$ cat config.mk
export PLATFORM = sky130hd
export DESIGN_NAME = audio_play_sched
export DESIGN_NICKNAME = d
export VERILOG_FILES = /design/src/rtl/aud_pkg.sv /design/src/rtl/sat_counter.sv /design/src/rtl/audio_play_sched.sv
export SDC_FILE = /design/constraint.sdc
export NUM_CORES = 1
export LEC_CHECK = 0
export BUFFER_PORTS_ARGS = -buffer_cell sky130_fd_sc_hd__buf_2
export CORE_MARGIN = 3
export CORE_UTILIZATION = 31
export DETAILED_ROUTE_END_ITERATION = 12
export PLACE_DENSITY = 0.56
export REMOVE_ABC_BUFFERS = 1
export SLEW_MARGIN = 30
export SYNTH_ARGS = -nofsm -noshare
export SYNTH_HDL_FRONTEND = slang
export SYNTH_SLANG_ARGS = --single-unit
$ cat constraint.sdc
create_clock -name aud_bclk -period 3.1 [get_ports aud_bclk]
set_input_delay 0 -clock aud_bclk [delete_from_list [all_inputs] [get_ports aud_bclk]]
set_output_delay 0 -clock aud_bclk [all_outputs]
set_load 0.03 [all_outputs]
$ cat src/rtl/aud_pkg.sv
// Shared types and constants for the audio playback scheduler.
// Read side of the 512x32 audio FIFO, clocked by the WM8978 bit clock.
package aud_pkg;

    localparam int FIFO_DEPTH = 512;
    localparam int LVL_W      = 9;
    localparam int SMP_W      = 32;

    typedef enum logic [1:0] {
        IDLE    = 2'd0,
        PREFILL = 2'd1,
        PLAY    = 2'd2,
        SKIP    = 2'd3
    } play_state_t;

endpackage

$ cat src/rtl/sat_counter.sv
// Saturating event counter: increments on inc, sticks at all-ones.
// Cleared only by the asynchronous reset.
module sat_counter #(
    parameter int W = 16
) (
    input  logic         clk,
    input  logic         rst,
    input  logic         inc,
    output logic [W-1:0] count
);

    always_ff @(posedge clk or posedge rst) begin
        if (rst) begin
            count <= '0;
        end else if (inc && count != '1) begin
            count <= count + W'(1);
        end
    end

endmodule

$ cat src/rtl/audio_play_sched.sv
// Playback scheduler: prefill gating, underrun recovery and single-sample
// drift correction (drop/repeat) between the audio FIFO and the I2S DAC.
module audio_play_sched
    import aud_pkg::*;
#(
    parameter int START_LVL = 256,
    parameter int HIGH_LVL  = 448,
    parameter int LOW_LVL   = 64,
    parameter int CORR_GAP  = 1024,
    parameter int CNT_W     = 16
) (
    input  logic             aud_bclk,
    input  logic             rst,
    input  logic             play_en,
    input  logic             aud_dac_req,
    input  logic [LVL_W-1:0] fifo_rdusedw,
    input  logic             fifo_rdempty,
    input  logic [SMP_W-1:0] fifo_q,
    output logic             fifo_rdreq,
    output logic [SMP_W-1:0] dac_data,
    output logic             playing,
    output logic [CNT_W-1:0] underrun_cnt,
    output logic [CNT_W-1:0] drop_cnt,
    output logic [CNT_W-1:0] rpt_cnt
);

    localparam int GAP_W = $clog2(CORR_GAP + 1);

    localparam logic [LVL_W-1:0] START_L = LVL_W'(START_LVL);
    localparam logic [LVL_W-1:0] HIGH_L  = LVL_W'(HIGH_LVL);
    localparam logic [LVL_W-1:0] LOW_L   = LVL_W'(LOW_LVL);
    localparam logic [GAP_W-1:0] GAP_MAX = GAP_W'(CORR_GAP);

    play_state_t      state;
    logic             q_valid;
    logic [GAP_W-1:0] gap;

    logic gap_ok;
    logic drop_cond;
    logic rpt_cond;
    logic play_req;
    logic und_hit;
    logic drop_hit;
    logic rpt_hit;

    assign gap_ok    = gap >= GAP_MAX;
    assign drop_cond = (fifo_rdusedw >= HIGH_L) && gap_ok;
    assign rpt_cond  = (fifo_rdusedw <= LOW_L) && gap_ok;

    assign play_req = play_en && aud_dac_req && (state == PLAY);
    assign und_hit  = play_req && fifo_rdempty;
    assign drop_hit = play_req && !fifo_rdempty && drop_cond;
    assign rpt_hit  = play_req && !fifo_rdempty && !drop_cond && rpt_cond;

    // Normal reads and the first (discarded) drop read share the PLAY term.
    always_comb begin
        fifo_rdreq = 1'b0;
        if (play_req && !fifo_rdempty && !rpt_hit) begin
            fifo_rdreq = 1'b1;
        end
        if (play_en && state == SKIP && !fifo_rdempty) begin
            fifo_rdreq = 1'b1;
        end
    end

    always_ff @(posedge aud_bclk or posedge rst) begin
        if (rst) begin
            state    <= IDLE;
            dac_data <= '0;
            playing  <= 1'b0;
            q_valid  <= 1'b0;
            gap      <= '0;
        end else if (!play_en) begin
            state    <= IDLE;
            dac_data <= '0;
            playing  <= 1'b0;
            q_valid  <= 1'b0;
        end else begin
            q_valid <= fifo_rdreq && !drop_hit;
            if (q_valid) begin
                dac_data <= fifo_q;
            end
            if (aud_dac_req && !gap_ok) begin
                gap <= gap + GAP_W'(1);
            end
            unique case (state)
                IDLE: begin
                    state    <= PREFILL;
                    dac_data <= '0;
                end
                PREFILL: begin
                    dac_data <= '0;
                    if (fifo_rdusedw >= START_L) begin
                        state   <= PLAY;
                        playing <= 1'b1;
                        gap     <= GAP_MAX;
                    end
                end
                PLAY: begin
                    if (und_hit) begin
                        state    <= PREFILL;
                        playing  <= 1'b0;
                        dac_data <= '0;
                    end else if (drop_hit) begin
                        state <= SKIP;
                        gap   <= '0;
                    end else if (rpt_hit) begin
                        gap <= '0;
                    end
                end
                SKIP: begin
                    state <= PLAY;
                end
            endcase
        end
    end

    sat_counter #(.W(CNT_W)) u_und_cnt (
        .clk   (aud_bclk),
        .rst   (rst),
        .inc   (und_hit),
        .count (underrun_cnt)
    );

    sat_counter #(.W(CNT_W)) u_drop_cnt (
        .clk   (aud_bclk),
        .rst   (rst),
        .inc   (drop_hit),
        .count (drop_cnt)
    );

    sat_counter #(.W(CNT_W)) u_rpt_cnt (
        .clk   (aud_bclk),
        .rst   (rst),
        .inc   (rpt_hit),
        .count (rpt_cnt)
    );

endmodule

[Yosys cells after proc, flatten, opt, wreduce, memory -nomap -nowiden]
Cells that the tools add are included.
Storage, ports and cells
  memory bits (writable): 0
  latch bits: 0
  bits of input ports: 46
  memory bits (read-only): 0
  bits in registers: 95
  memories kept: 0
  output and inout port bits: 82
Cells by class
  muxes and demuxes: 22
  add/subtract/negate cells: 4
  eq/ne operators: 10
  $mul: 0
  div/mod/pow operators: 0
  reductions and logical operators: 26
  bitwise gates (word level): 0
  shifts and indexed selects: 0
  magnitude comparators: 4
Operator list (count)
  $mux 32: 3
  $pmux 32 s2: 1
  $mux 11: 5
  $add 16x1->16 const B: 3
  $ne 16x16->1 const B: 3
  $pmux 11 s2: 1
  $ge 9x9->1 const B: 2
  $logic_and 1x1->1: 17
  $add 11x1->11 const B: 1
  $ge 11x11->1 const B: 1
  $le 9x7->1 const B: 1
  $mux 2: 4
  $pmux 2 s4: 1
  $mux 1: 6
  $logic_not 1->1: 5
  $eq 2x2->1 const B: 2
  $ne 4x3->1 const B: 1
  $ne 3x1->1 const B: 1
  $ne 3x2->1 const B: 1
  $ne 3x3->1 const B: 1
  $reduce_and 3->1: 1
  $eq 2x1->1 const B: 1
  $logic_not 2->1: 1
  $pmux 1 s2: 1
  other kinds (2): 2

[Depth between registers and ports, before layout]
Gate-level depths: netlist of the first run.
  depth after elaboration: 11
  gate-level depth with buffers: 8

[Cells and area by module]
From an unflattened synthesis of the first run, not the netlist that was laid out.
Second synthesis, totals
  cell total of the unflattened synthesis: 427
  area total of the unflattened synthesis: 4652.0 um^2
Modules (own cells, without submodules)
  sat_counter: instances 3, cells each 71, area each 805.8 um^2, seq. area each 400.4 um^2
  audio_play_sched: instances 1, cells each 214, area each 2234.6 um^2, seq. area each 1176.1 um^2

[Worst setup path after synthesis of the first run]
No wires, ideal clock.
  kind: reg2reg
  start point: register u_drop_cnt.count[0]
  end point: register u_drop_cnt.count[3]
  arrival time: 1.959 ns
  slack: 1.004 ns
  stages on the path, launching flop included: 7
  path buffers: 0
  data required time: 2.963 ns
  path through: dfrtp_1 -> ha_1 -> nand3_1 -> or3b_2 -> o21a_1 -> and4_1 -> xor2_1
On the way
  cells in the longest elaborated chain, start to end: 2
  elaborated cells on any way between the ends: 3
  those cells by class: add/sub: 1; eq/ne: 1; reduce/logical: 1
RTL lines
  start, declared: RTL line sat_counter.sv:9  | output logic [W-1:0] count
  start signal, assigned: RTL line sat_counter.sv:16  | count <= count + W'(1);
  parallel branches: the longest is 2 deep, another holds $add 16x1->16
Parallel ways; which one is timed is not known.
A chain may end at the register's enable or synchronous reset.

[Worst setup path after layout of the first run]
  start point: register state[0]
  end point: register gap[6]
On the way
  cells in the longest elaborated chain, start to end: 9
  elaborated cells on any way between the ends: 12
  those cells by class: eq/ne: 2; mux: 4; reduce/logical: 6
RTL lines
  start, declared: RTL line audio_play_sched.sv:34  | play_state_t state;
  start signal, assigned: RTL line audio_play_sched.sv:68  | state <= IDLE;
  start signal, assigned: RTL line audio_play_sched.sv:74  | state <= IDLE;
  start signal, assigned: RTL line audio_play_sched.sv:88  | state <= PREFILL;
  $eq 2x2->1: RTL line audio_play_sched.sv:50, audio_play_sched.sv:86
  $logic_and 1x1->1: RTL line audio_play_sched.sv:50  | assign play_req = play_en && aud_dac_req && (state == PLAY);
  $logic_and 1x1->1: RTL line audio_play_sched.sv:52, audio_play_sched.sv:53
  $logic_and 1x1->1 (2 in series): RTL line audio_play_sched.sv:53  | assign rpt_hit = play_req && !fifo_rdempty && !drop_cond && rpt_cond;
  $mux 11: RTL line audio_play_sched.sv:107  | end else if (rpt_hit) begin
  $mux 11: RTL line audio_play_sched.sv:104  | end else if (drop_hit) begin
  $mux 11: RTL line audio_play_sched.sv:100  | if (und_hit) begin
  $pmux 11 s2 *: RTL line audio_play_sched.sv:86  | unique case (state)
  end signal, assigned: RTL line audio_play_sched.sv:84  | gap <= gap + GAP_W'(1);
  end, declared: RTL line audio_play_sched.sv:36  | logic [GAP_W-1:0] gap;
Every way passes the cells marked *; elsewhere a longest branch is shown, timed or not.

==> metrics.md, run 1 <==
| Metric | Value |
|---|---|
| Clock power share | 42.3% |
| Vias per cell | 4.68 |
| Post-Synth Adder-Cell Area | 2.53% |
| Hold Vio Cnt, Final | 0 |
| Worst skew pair latency | 340 ps |
| Net switching power figure | 0.000781 W |
| Post-DP HPWL | 7.40 mm |
| Status | complete, no violations |
| Top cells by area, synth | dfrtp_1 53%, mux2i_1 7.2%, nor2_1 5.6% |
| Slowest cell on crit path | dfrtp_1 |
| Hold-fix buffers, CTS | 34 |
| Post-Synth XOR/XNOR Area | 10.2% |
| Part of the Yosys area used for sequential elements | 53.3% |
| Hold EP | state[1] |
| WL/cell | 13.9 um |
| Starting Density | 31.9% |
| H-tree levels | 3 |
| CP Data Arrival Time | 2510 ps |
| Post-synthesis cell count | 417 |
| Max Cap Viol | 0 |
| Clock sinks | 95 |
| Async S/R FF share, synth | 100% |
| Int Power | 0.00228 W |
| Largest family of logic cells by synthesized area | simple AND/OR/NAND/NOR gates |
| Final antenna-violating net count | 0 |
| Sequential Power Share | 44.4% |
| Pwr/cell area | 511 mW/mm^2 |
| Most frequent cell after synthesis | dfrtp_1 |
| Worst Skew | 8.65 ps |
| Worst min path class | input pin to flop |
| DRT iter0 DRCs | 145 |
| Leakage | 2.96 nW |
| Area growth syn-to-layout | 34.4% |
| Rows | 43 |
| Tot Pwr | 0.00306 W |
| Drt first pass iters | 4 |
| CTS Buf Count | 9 |
| Post-synth top cells | 95 x dfrtp_1, 66 x nor2_1, 32 x mux2i_1, 29 x nand2_1 |
| Max Slew Vio Count | 0 |
| Min-Delay Path Depth | 2 |
| Final Wtd Congestion | 0.791 |
| CP Max Fanout | 9 |
| Post-Syn Area | 0.00446 mm^2 |
| Slew HR | 39.9% |
| Largest net degree at the start of global routing | 47 |
| #FFs+latches synth | 95 |
| Hold path start | play_en |
| Distinct cells, synth | 43 |
| Layout cells sized above 1 | 27.8% |
| Mux contribution to synthesized area | 8.78% |
| CP startpoint kind | flop |
| Total gr overflow | 0 |
| Final period util | 74.0% |
| Total Routed Length | 10.7 mm |
| Synth top area share | 53.3% |
| Reg clk slew, reported paths | 70 ps |
| Synth area leader | dfrtp_1 |
| CTS tree | built |
| Syn avg cell area | 10.7 um^2 |
| Clock root cell | clkbuf_16 |
| Reg2reg setup slack | 800 ps |
| RSZ-0062 raised after global routing | no |
| Sw frac | 25.5% |
| Initial antenna violation count | 0 |
| Chip Height | 126 um |
| Main synth FF type | dfrtp_1 |
| Final net count | 636 |
| Die Wd | 126 um |
| Vias | 3583 |
| Number of diodes | 0 |
| CP required | 3310 ps |
| IO buf count | 127 |
| Post-synthesis compound-gate area fraction | 3.31% |
| CTS resizes | 0 |
| R2R cell count | 7 |
| Cells along the critical path | inv_1 > ha_1 > nand3_1 > or2_2 > o21ai_0 > and3b_1 > nor2_1 |
| Warnings, synthesis | 0 |
| Clock tree buffer depth | 2 |
| Min Tclk post-route | 2300 ps |
| Logic pwr share | 13.3% |
| GR Util All Layers | 13.9% |
| WS Path Type | flop to flop |
| EDFF count, synth | 0 |
| Vias in the first global route | 3762 |
| Ports | 128 |
| CP Capture Type | flop |
| Die footprint | 0.0159 mm^2 |
| Final setup fails | 0 |
| Max incr delay on CP | 430 ps |
| Synth Area in Simple Gates | 19.9% |
| F_max | 436 MHz |
| R2R Path End | gap[6] |
| Worst-margin pin slew | 902 ps |
| Total core area | 0.0140 mm^2 |
| Worst VDD drop | 225 uV |
| DRC | 0 |
| # Post-CTS Setup Buffers | 0 |
| Critical R2R Launch | state[0] |
| Setup TNS | 0 ps |
| First-pass GRT wire length | 18.3 mm |
worst max path at each step:
stage                  end      from  slack (ps)
2_1_floorplan  dac_data[0]       rst         620
3_3_place_gp        gap[8]  state[0]         930
3_5_place_dp        gap[9]  state[0]         830
4_1_cts             gap[9]  state[0]         820
5_1_grt             gap[8]  state[0]         570
6_report            gap[6]  state[0]         800
power groups by stage:
| stage | combinational, W | sequential [W] | clock [W] |
|---|---|---|---|
| floorplan | 0.000234 | 0.00139 | 0 |
| global placement | 0.000363 | 0.00138 | 0 |
| detailed placement | 0.000375 | 0.00138 | 0 |
| CTS | 0.000411 | 0.00136 | 0.00135 |
| global route | 0.000455 | 0.00137 | 0.00139 |
| finish | 0.000407 | 0.00136 | 0.00130 |
sequential cells by signal, indices dropped and copies added (netlist names):
name,flops
dac_data,32
u_drop_cnt.count,16
u_rpt_cnt.count,16
u_und_cnt.count,16
gap,11
state,2
playing,1
q_valid,1
critical path: cells and delay by family (launching register included):
kind                       cells  cell delay, ps
AOI/OAI and AO/OA              1             300
DFF                            1             430
and+or+nand+nor                4            1110
adders and majority gates      1             230
buffers and inverters          1             100
layout by cell type (no fill, tap or decap), drive strengths merged, types with 7 or more instances in the layout:
master,n
inv,10
nor3,8
nor2,66
and3,8
o21ai,8
xor2,26
mux2i,32
nor4,7
nand2,29
nand3,18
xnor2,26
dfrtp,95
clkbuf,10
nand4,20
ha,9
dlygate4sd3,34
buf,130
metrics by stage:
stage	instance area [um^2]	hold slack [ps]	instances	setup slack (ps)	util (%)
floorplan	4410	70.9	406	623	-
global placement	5300	-47.8	716	934	37.9
detailed placement	5300	-44.9	716	827	37.9
CTS	5990	0.121	766	817	42.8
global route	5990	42.4	766	565	42.8
finish	5990	23.6	766	805	42.8
area by class of cell:
class,instances,area [um^2]
fillers,1369,8000
inverters,10,38.8
repair buffers,164,998
clock inverters,6,115
flip-flops and latches,95,2380
well taps,180,225
clock buffers,10,239
multi-input cells,301,2000
per-layer routing:
metal / vias up / GRT usage (%) / wire, um
met5: - / 0 / 0
met4: 0 / 5.30 / 195
met3: 14 / 3.56 / 721
met2: 110 / 21.8 / 4590
met1: 1686 / 18.5 / 5150
li1: 1773 / - / -
cell families after synthesis:
kind of cell | Yosys count
simple gates | 178
flops | 95
xor+xnor | 52
mux | 38
compound gates | 24
buf+inv | 21
fa+ha+maj | 9
Power figures use the tool's default switching activity.
==> inputs of run 2 (changes only) <==
--- a/config.mk
+++ b/config.mk
@@ -5,11 +5,12 @@
 export SDC_FILE = /design/constraint.sdc
 export NUM_CORES = 1
 export LEC_CHECK = 0
+export ABC_AREA = 1
 export BUFFER_PORTS_ARGS = -buffer_cell sky130_fd_sc_hd__buf_2
 export CORE_MARGIN = 3
 export CORE_UTILIZATION = 31
 export DETAILED_ROUTE_END_ITERATION = 12
-export PLACE_DENSITY = 0.56
+export PLACE_DENSITY = 0.55
 export REMOVE_ABC_BUFFERS = 1
 export SLEW_MARGIN = 30
 export SYNTH_ARGS = -nofsm -noshare
==> constraint.sdc (replaced) <==
create_clock -name aud_bclk -period 2.15 [get_ports aud_bclk]
set_input_delay 0 -clock aud_bclk [delete_from_list [all_inputs] [get_ports aud_bclk]]
set_output_delay 0 -clock aud_bclk [all_outputs]
set_load 0.03 [all_outputs]
==> run 2 against run 1 <==
Against the previous run:
- register-to-register slack worse by 530 ps
- setup slack worse by 600 ps
- highest routed layer unchanged
- global-route usage is 0.32 points higher
- critical path type is now flop to primary output
==> metrics.md, run 2 <==
| Metric | Value |
|---|---|
| Status | complete, no violations (unchanged) |
| Vias per cell | 4.34 (was 4.68) |
| Hold path start | fifo_rdusedw[8] (was play_en) |
| RSZ-0062 raised after global routing | no (unchanged) |
| Leakage | 3.52 nW (was 2.96 nW) |
| Part of the Yosys area used for sequential elements | 44.6% (was 53.3%) |
| WS Path Type | flop to primary output (was flop to flop) |
| R2R Path End | u_rpt_cnt.count[0] (was gap[6]) |
| WL met1 | 6.28 mm (was 5.15 mm) |
| Drt first pass iters | 4 (unchanged) |
| CTS tree | built (unchanged) |
| #FFs+latches synth | 95 (unchanged) |
| Vias in the first global route | 4363 (was 3762) |
| Routed length on met3 | 677 um (was 721 um) |
| Clock tree buffer depth | 2 (unchanged) |
| Number of diodes | 0 (unchanged) |
| Commonest non-fill, non-tap cell in the layout | nand2_1 (was buf_2) |
| R2R cell count | 8 (was 7) |
| DRC | 0 (unchanged) |
| H-tree levels | 3 (unchanged) |
| Largest net degree at the start of global routing | 58 (was 47) |
| Post-DP HPWL | 9.58 mm (was 7.40 mm) |
| Total Routed Length | 13.0 mm (was 10.7 mm) |
| Slew HR | 65.3% (was 39.9%) |
| Starting Density | 31.9% (about the same) |
| Warnings, synthesis | 0 (unchanged) |
| Final net count | 887 (was 636) |
| Hold Vio Cnt, Final | 0 (unchanged) |
| CP Max Fanout | 4 (was 9) |
| Synth area leader | dfrtp_1 (unchanged) |
| Max Cap Viol | 0 (unchanged) |
| Total gr overflow | 0 (unchanged) |
| F_max | 515 MHz |
| Layout cells sized above 1 | 22.0% (was 27.8%) |
| Max Slew Vio Count | 0 (unchanged) |
| Syn avg cell area | 7.97 um^2 (was 10.7 um^2) |
| CP Data Arrival Time | 1940 ps (was 2510 ps) |
| Die footprint | 0.0188 mm^2 (was 0.0159 mm^2) |
| Critical R2R Launch | state[0] (unchanged) |
| Pre-CTS setup slack | 158 ps (was 827 ps) |
| DRT iter0 DRCs | 172 (was 145) |
| CP required | 2150 ps (was 3310 ps) |
| Top cells by area, synth | dfrtp_1 45%, nand2_1 13%, nor2_1 6.6% (was dfrtp_1 53%, mux2i_1 7.2%, nor2_1 5.6%) |
| Number of flip-flops in the largest register | 32 (unchanged) |
| Reg clk slew, reported paths | 60 ps (was 70 ps) |
| First-pass GRT wire length | 21.2 mm (was 18.3 mm) |
| Die Wd | 137 um (was 126 um) |
| Async S/R FF share, synth | 100% (unchanged) |
| GR Util All Layers | 14.2% (was 13.9%) |
| Post-synth top cells | 184 x nand2_1, 95 x dfrtp_1, 94 x nor2_1, 88 x inv_1, 35 x nand3_1 (was 95 x dfrtp_1, 66 x nor2_1, 32 x mux2i_1, 29 x nand2_1) |
| Clock root cell | clkbuf_16 (unchanged) |
| IO buf count | 127 (unchanged) |
| Worst-margin pin slew | 521 ps (was 902 ps) |
| Clock sinks | 95 (unchanged) |
| CP Capture Type | primary output (was flop) |
| Tot Pwr | 0.00442 W (was 0.00306 W) |
| Main synth FF type | dfrtp_1 (unchanged) |
| Final Wtd Congestion | 0.813 (was 0.791) |
| Most frequent cell after synthesis | nand2_1 (was dfrtp_1) |
| Worst Skew | 5.21 ps (was 8.65 ps) |
| Ports | 128 (unchanged) |
| Final antenna-violating net count | 0 (unchanged) |
| Worst VDD drop | 346 uV (was 225 uV) |
| WL/cell | 12.3 um (was 13.9 um) |
| Total core area | 0.0167 mm^2 (was 0.0140 mm^2) |
| Synth top area share | 44.6% (was 53.3%) |
| Min Tclk post-route | 1940 ps |
| Worst skew pair latency | 340 ps (about the same) |
| Final setup fails | 0 (unchanged) |
| Pwr/cell area | 642 mW/mm^2 (was 511 mW/mm^2) |
| Fillcell total | 1714 (was 1369) |
| Hold EP | playing (was state[1]) |
| Worst setup margin | 208 ps (was 805 ps) |
| Initial antenna violation count | 0 (unchanged) |
| Most frequent cells in the layout | 184 x nand2_1, 127 x buf_2, 94 x dfrtp_1 (was 127 x buf_2, 94 x dfrtp_1, 66 x nor2_1) |
| Worst min path class | input pin to flop (unchanged) |
| Min-Delay Path Depth | 3 (was 2) |
| Chip Height | 137 um (was 126 um) |
| CP startpoint kind | flop (unchanged) |
| CTS Buf Count | 9 (unchanged) |
| EDFF count, synth | 0 (unchanged) |
| Distinct cells, synth | 33 (was 43) |
| Final period util | 90.3% |
| Rows | 47 (was 43) |
| Most flops, register | dac_data (unchanged) |
| Reg2reg setup slack | 270 ps (was 800 ps) |
| Area growth syn-to-layout | 29.3% (was 34.4%) |
| Post-Syn Area | 0.00533 mm^2 (was 0.00446 mm^2) |
| Post-synthesis cell count | 668 (was 417) |
| Detail Route met2 WL | 5.88 mm (was 4.59 mm) |
| Highest routed layer | met4 (unchanged) |
| Vias | 4587 (was 3583) |
[run 2: routing by layer]
metal	vias to the layer above	GRT usage, %
met5	-	0
met1	2057	18.7
met4	0	5.38
li1	2413	-
met2	101	23.0
met3	16	2.76
[run 2: worst max path at each step]
| stage | endpoint | cells after the start | startpoint | slack (ps) |
|---|---|---|---|---|
| floorplan | dac_data[0] | 1 | rst | -330 |
| global placement | u_rpt_cnt.count[0] | 8 | state[0] | 260 |
| detailed placement | u_rpt_cnt.count[0] | 8 | state[0] | 160 |
| CTS | fifo_rdreq | 10 | state[0] | 20 |
| global route | fifo_rdreq | 10 | state[0] | 60 |
| finish | fifo_rdreq | 10 | state[0] | 210 |
[run 2: timing repair]
item                                    CTS  global route
hold buffers                             33             0
endpoints found under the hold margin    70             0
setup buffers                             0             0
gates resized for setup                   0             4
endpoints found under the setup margin    0             3
[run 2: area by class of cell]
class / count / area, um^2 / area share [%]
flip-flops and latches: 95 / 2380 / 34.6
inverters: 90 / 343 / 4.98
multi-input cells: 468 / 2510 / 36.5
clock buffers: 13 / 270 / 3.93
repair buffers: 168 / 1060 / 15.5
well taps: 220 / 275 / 4.00
clock inverters: 3 / 40.0 / 0.582
[run 2: cells by family after synthesis]
group	synth area share (%)
AO/OA/AOI/OAI	3.01
multiplexers	6.02
adder cells (fa/ha/maj)	2.11
flip-flops	44.6
buffers and inverters	8.46
XOR/XNOR	6.25
AND/OR/NAND/NOR	29.5
[run 2: worst max-delay path: stages (launching register included)]
cell and delay [ps]:
dfrtp_1 410, inv_2 110, ha_4 160, nand4_2 160
nor2_2 130, nand2_2 90, inv_1 120, nor2_1 70
nor2_2 130, inv_1 50, buf_2 170
[run 2: per-stage QoR]
| stage | cell area, um^2 | cells | utilization [%] | hold slack (ps) | setup TNS, ps |
|---|---|---|---|---|---|
| 6_report | 6880 | 1057 | 41.2 | 20.2 | 0 |
| 5_1_grt | 6880 | 1057 | 41.2 | 57.8 | 0 |
| 4_1_cts | 6870 | 1057 | 41.1 | 15.7 | 0 |
| 3_5_place_dp | 6230 | 1008 | 37.3 | 87.2 | 0 |
| 3_3_place_gp | 6230 | 1008 | 37.3 | 74.1 | 0 |
| 2_1_floorplan | 5220 | 653 | - | 136 | -31070 |
[run 2: where the power goes]
group          switching, W  internal, W  total, W
Combinational      0.000486     0.000280  0.000766
Sequential         0.000121      0.00188   0.00201
Clock              0.000656     0.000994   0.00165
Total               0.00126      0.00316   0.00442
==> inputs of run 3 (changes only) <==
--- a/config.mk
+++ b/config.mk
@@ -7,11 +7,10 @@
 export LEC_CHECK = 0
 export ABC_AREA = 1
 export BUFFER_PORTS_ARGS = -buffer_cell sky130_fd_sc_hd__buf_2
+export CAP_MARGIN = 20
 export CORE_MARGIN = 3
 export CORE_UTILIZATION = 31
 export DETAILED_ROUTE_END_ITERATION = 12
-export PLACE_DENSITY = 0.55
-export REMOVE_ABC_BUFFERS = 1
 export SLEW_MARGIN = 30
 export SYNTH_ARGS = -nofsm -noshare
 export SYNTH_HDL_FRONTEND = slang
==> run 3 against run 2 <==
Against the previous run:
- combinational power about the same
- fmax decreased by 0.97%
- wire length increased by 0.51%
- via count increased by 1.6%
- sequential share of layout area increased by 0.094 points
- global-route usage increased by 0.27 points
- first-iteration DRC count increased by 47%
- count of clock-buffer cells in the layout decreased by 3
- clock power decreased by 6%
- critical path depth unchanged
==> metrics.md, run 3 (synthesized netlist as in run 2, its figures left out) <==
| Metric | Value |
|---|---|
| Sequential cell area | 0.00238 mm^2 (unchanged) |
| Clock root cell | clkbuf_16 (unchanged) |
| Vias per cell | 4.41 (was 4.34) |
| First-pass GRT wire length | 21.9 mm (was 21.2 mm) |
| Commonest non-fill, non-tap cell in the layout | nand2_1 (unchanged) |
| Chip Height | 137 um (unchanged) |
| CTS tree | built (unchanged) |
| CTS Buf Count | 9 (unchanged) |
| F_max | 510 MHz (was 515 MHz) |
| Pwr/cell area | 630 mW/mm^2 (was 642 mW/mm^2) |
| Vias in the first global route | 4547 (was 4363) |
| Final Wtd Congestion | 0.842 (was 0.813) |
| Clock sinks | 95 (unchanged) |
| WS Path Type | flop to primary output (unchanged) |
| Layout cells sized above 1 | 21.9% (was 22.0%) |
| Most flops, register | dac_data (unchanged) |
| Leakage | 3.49 nW (was 3.52 nW) |
| DRT iter0 DRCs | 252 (was 172) |
| Post-DP HPWL | 9.45 mm (was 9.58 mm) |
| CP Capture Type | primary output (unchanged) |
| Worst VDD drop | 379 uV (was 346 uV) |
| WL/cell | 12.4 um (was 12.3 um) |
| # Post-CTS Setup Buffers | 0 (unchanged) |
| Drt first pass iters | 4 (unchanged) |
| CP Data Arrival Time | 1960 ps (was 1940 ps) |
| Post-DP Area | 0.00622 mm^2 (was 0.00623 mm^2) |
| Worst Skew | 8.82 ps (was 5.21 ps) |
| Worst min path class | input pin to flop (unchanged) |
| Die Wd | 137 um (unchanged) |
| Largest net degree at the start of global routing | 96 (was 58) |
| Number of flip-flops in the largest register | 32 (unchanged) |
| Die footprint | 0.0188 mm^2 (unchanged) |
| CP Max Fanout | 4 (unchanged) |
| Initial antenna violation count | 0 (unchanged) |
| Total core area | 0.0167 mm^2 (unchanged) |
| RSZ-0062 raised after global routing | no (unchanged) |
| Starting Density | 31.9% (unchanged) |
| CP required | 2150 ps (about the same) |
| H-tree levels | 3 (unchanged) |
| Setup TNS | 0 ps (unchanged) |
| Rows | 47 (unchanged) |
| Max Cap Viol | 0 (unchanged) |
| Layout Cell Area excl Fill | 0.00686 mm^2 (was 0.00688 mm^2) |
| Total gr overflow | 0 (unchanged) |
| Area growth syn-to-layout | 28.9% (was 29.3%) |
| Status | complete, no violations (unchanged) |
| Mapped Nets | 723 |
| Total Routed Length | 13.1 mm (was 13.0 mm) |
| Worst-margin pin slew | 511 ps (was 521 ps) |
| Number of diodes | 0 (unchanged) |
| Max Slew Vio Count | 0 (unchanged) |
| Hold Vio Cnt, Final | 0 (unchanged) |
| Multi-input gate area | 0.00252 mm^2 (was 0.00251 mm^2) |
| Final period util | 91.2% (was 90.3%) |
| Reg clk slew, reported paths | 70 ps (was 60 ps) |
| Slew HR | 66.0% (was 65.3%) |
| Final net count | 887 (unchanged) |
| GR Util All Layers | 14.5% (was 14.2%) |
| Final setup fails | 0 (unchanged) |
| IO buf count | 127 (unchanged) |
| Min Tclk post-route | 1960 ps (was 1940 ps) |
| Ports | 128 (unchanged) |
| CP startpoint kind | flop (unchanged) |
| Fillcell total | 1719 (was 1714) |
| Vias | 4659 (was 4587) |
| Clock tree buffer depth | 2 (unchanged) |
| Final antenna-violating net count | 0 (unchanged) |
| Most frequent cells in the layout | 184 x nand2_1, 127 x buf_2, 94 x nor2_1, 94 x dfrtp_1, 86 x inv_1 (was 184 x nand2_1, 127 x buf_2, 94 x dfrtp_1) |
| Worst skew pair latency | 350 ps (was 340 ps) |
| DRC | 0 (unchanged) |
[run 3: cell types whose count changed in the layout (fill, tap and decap cells not counted)]
cell	previous run	this run
nor2_2	7	6
bufinv_16	1	0
dlygate4sd3_1	33	34
nand4_2	2	1
inv_6	0	2
inv_4	2	1
buf_4	5	4
nor2_1	93	94
clkbuf_8	3	1
nand4_4	0	1
clkinvlp_4	0	3
clkbuf_1	1	0
[run 3: path summary, 6_finish.rpt]
check | cells after the start | from | endpoint | slack (ps)
worst min register to register | 2 | playing | playing | 490
worst min-delay path | 3 | play_en | state[1] | 50
worst max-delay path | 10 | state[0] | fifo_rdreq | 190
worst max register to register | 9 | state[0] | u_drop_cnt.count[12] | 340
max in group asynchronous | 4 | rst | u_rpt_cnt.count[13] | 1400
min in group asynchronous | 4 | rst | u_drop_cnt.count[3] | 370
[run 3: power by group]
group	internal, W	total (W)	leakage, nW	switching, W
Clock	0.000821	0.00155	0.135	0.000731
Sequential	0.00188	0.00200	1.23	0.000121
Combinational	0.000282	0.000765	2.12	0.000484
Total	0.00299	0.00432	3.49	0.00134
[run 3: what timing repair did]
item                                    in CTS  in global routing
resized for setup                            0                  4
hold buffers                                34                  0
hold endpoints to repair                   128                  0
endpoints found under the setup margin       0                  1
[run 3: routing by layer]
layer | global-route usage [%] | vias to the layer above | part of all wire [%]
met5 | 0 | - | 0
met4 | 5.16 | 0 | 1.8
met3 | 3.05 | 16 | 4.6
met2 | 23.3 | 84 | 46
met1 | 19.2 | 2141 | 47
li1 | - | 2418 | -
[run 3: per-stage QoR]
| step | std cells | worst slack, ps | hold WS [ps] | power [W] | util, % |
|---|---|---|---|---|---|
| floorplan | 668 | 405 | 172 | 0.00252 | - |
| detailed placement | 1007 | 281 | 199 | 0.00276 | 37.2 |
| global route | 1057 | 21.2 | 46.3 | 0.00457 | 41.1 |
| CTS | 1057 | 34.1 | 9.34 | 0.00438 | 41.0 |
| finish | 1057 | 189 | 49.1 | 0.00432 | 41.1 |
| global placement | 1007 | 360 | 202 | 0.00275 | 37.2 |
[run 3: critical path: stages (launching register included)]
cell and delay (ps):
dfrtp_1 410, inv_1 150, ha_4 190, nand4_4 130, nor2_2 120, nand2_2 90, inv_2 80, nor2_1 50
nor2_1 150, inv_1 50, buf_2 180
[run 3: cell type report]
cell class / count / area share [%]
Inverter: 90 / 5.01
Timing Repair Buffer: 168 / 15.5
Sequential cell: 95 / 34.7
Multi-Input combinational cell: 468 / 36.7
Clock inverter: 6 / 0.620
Tap cell: 220 / 4.01
Clock buffer: 10 / 3.48
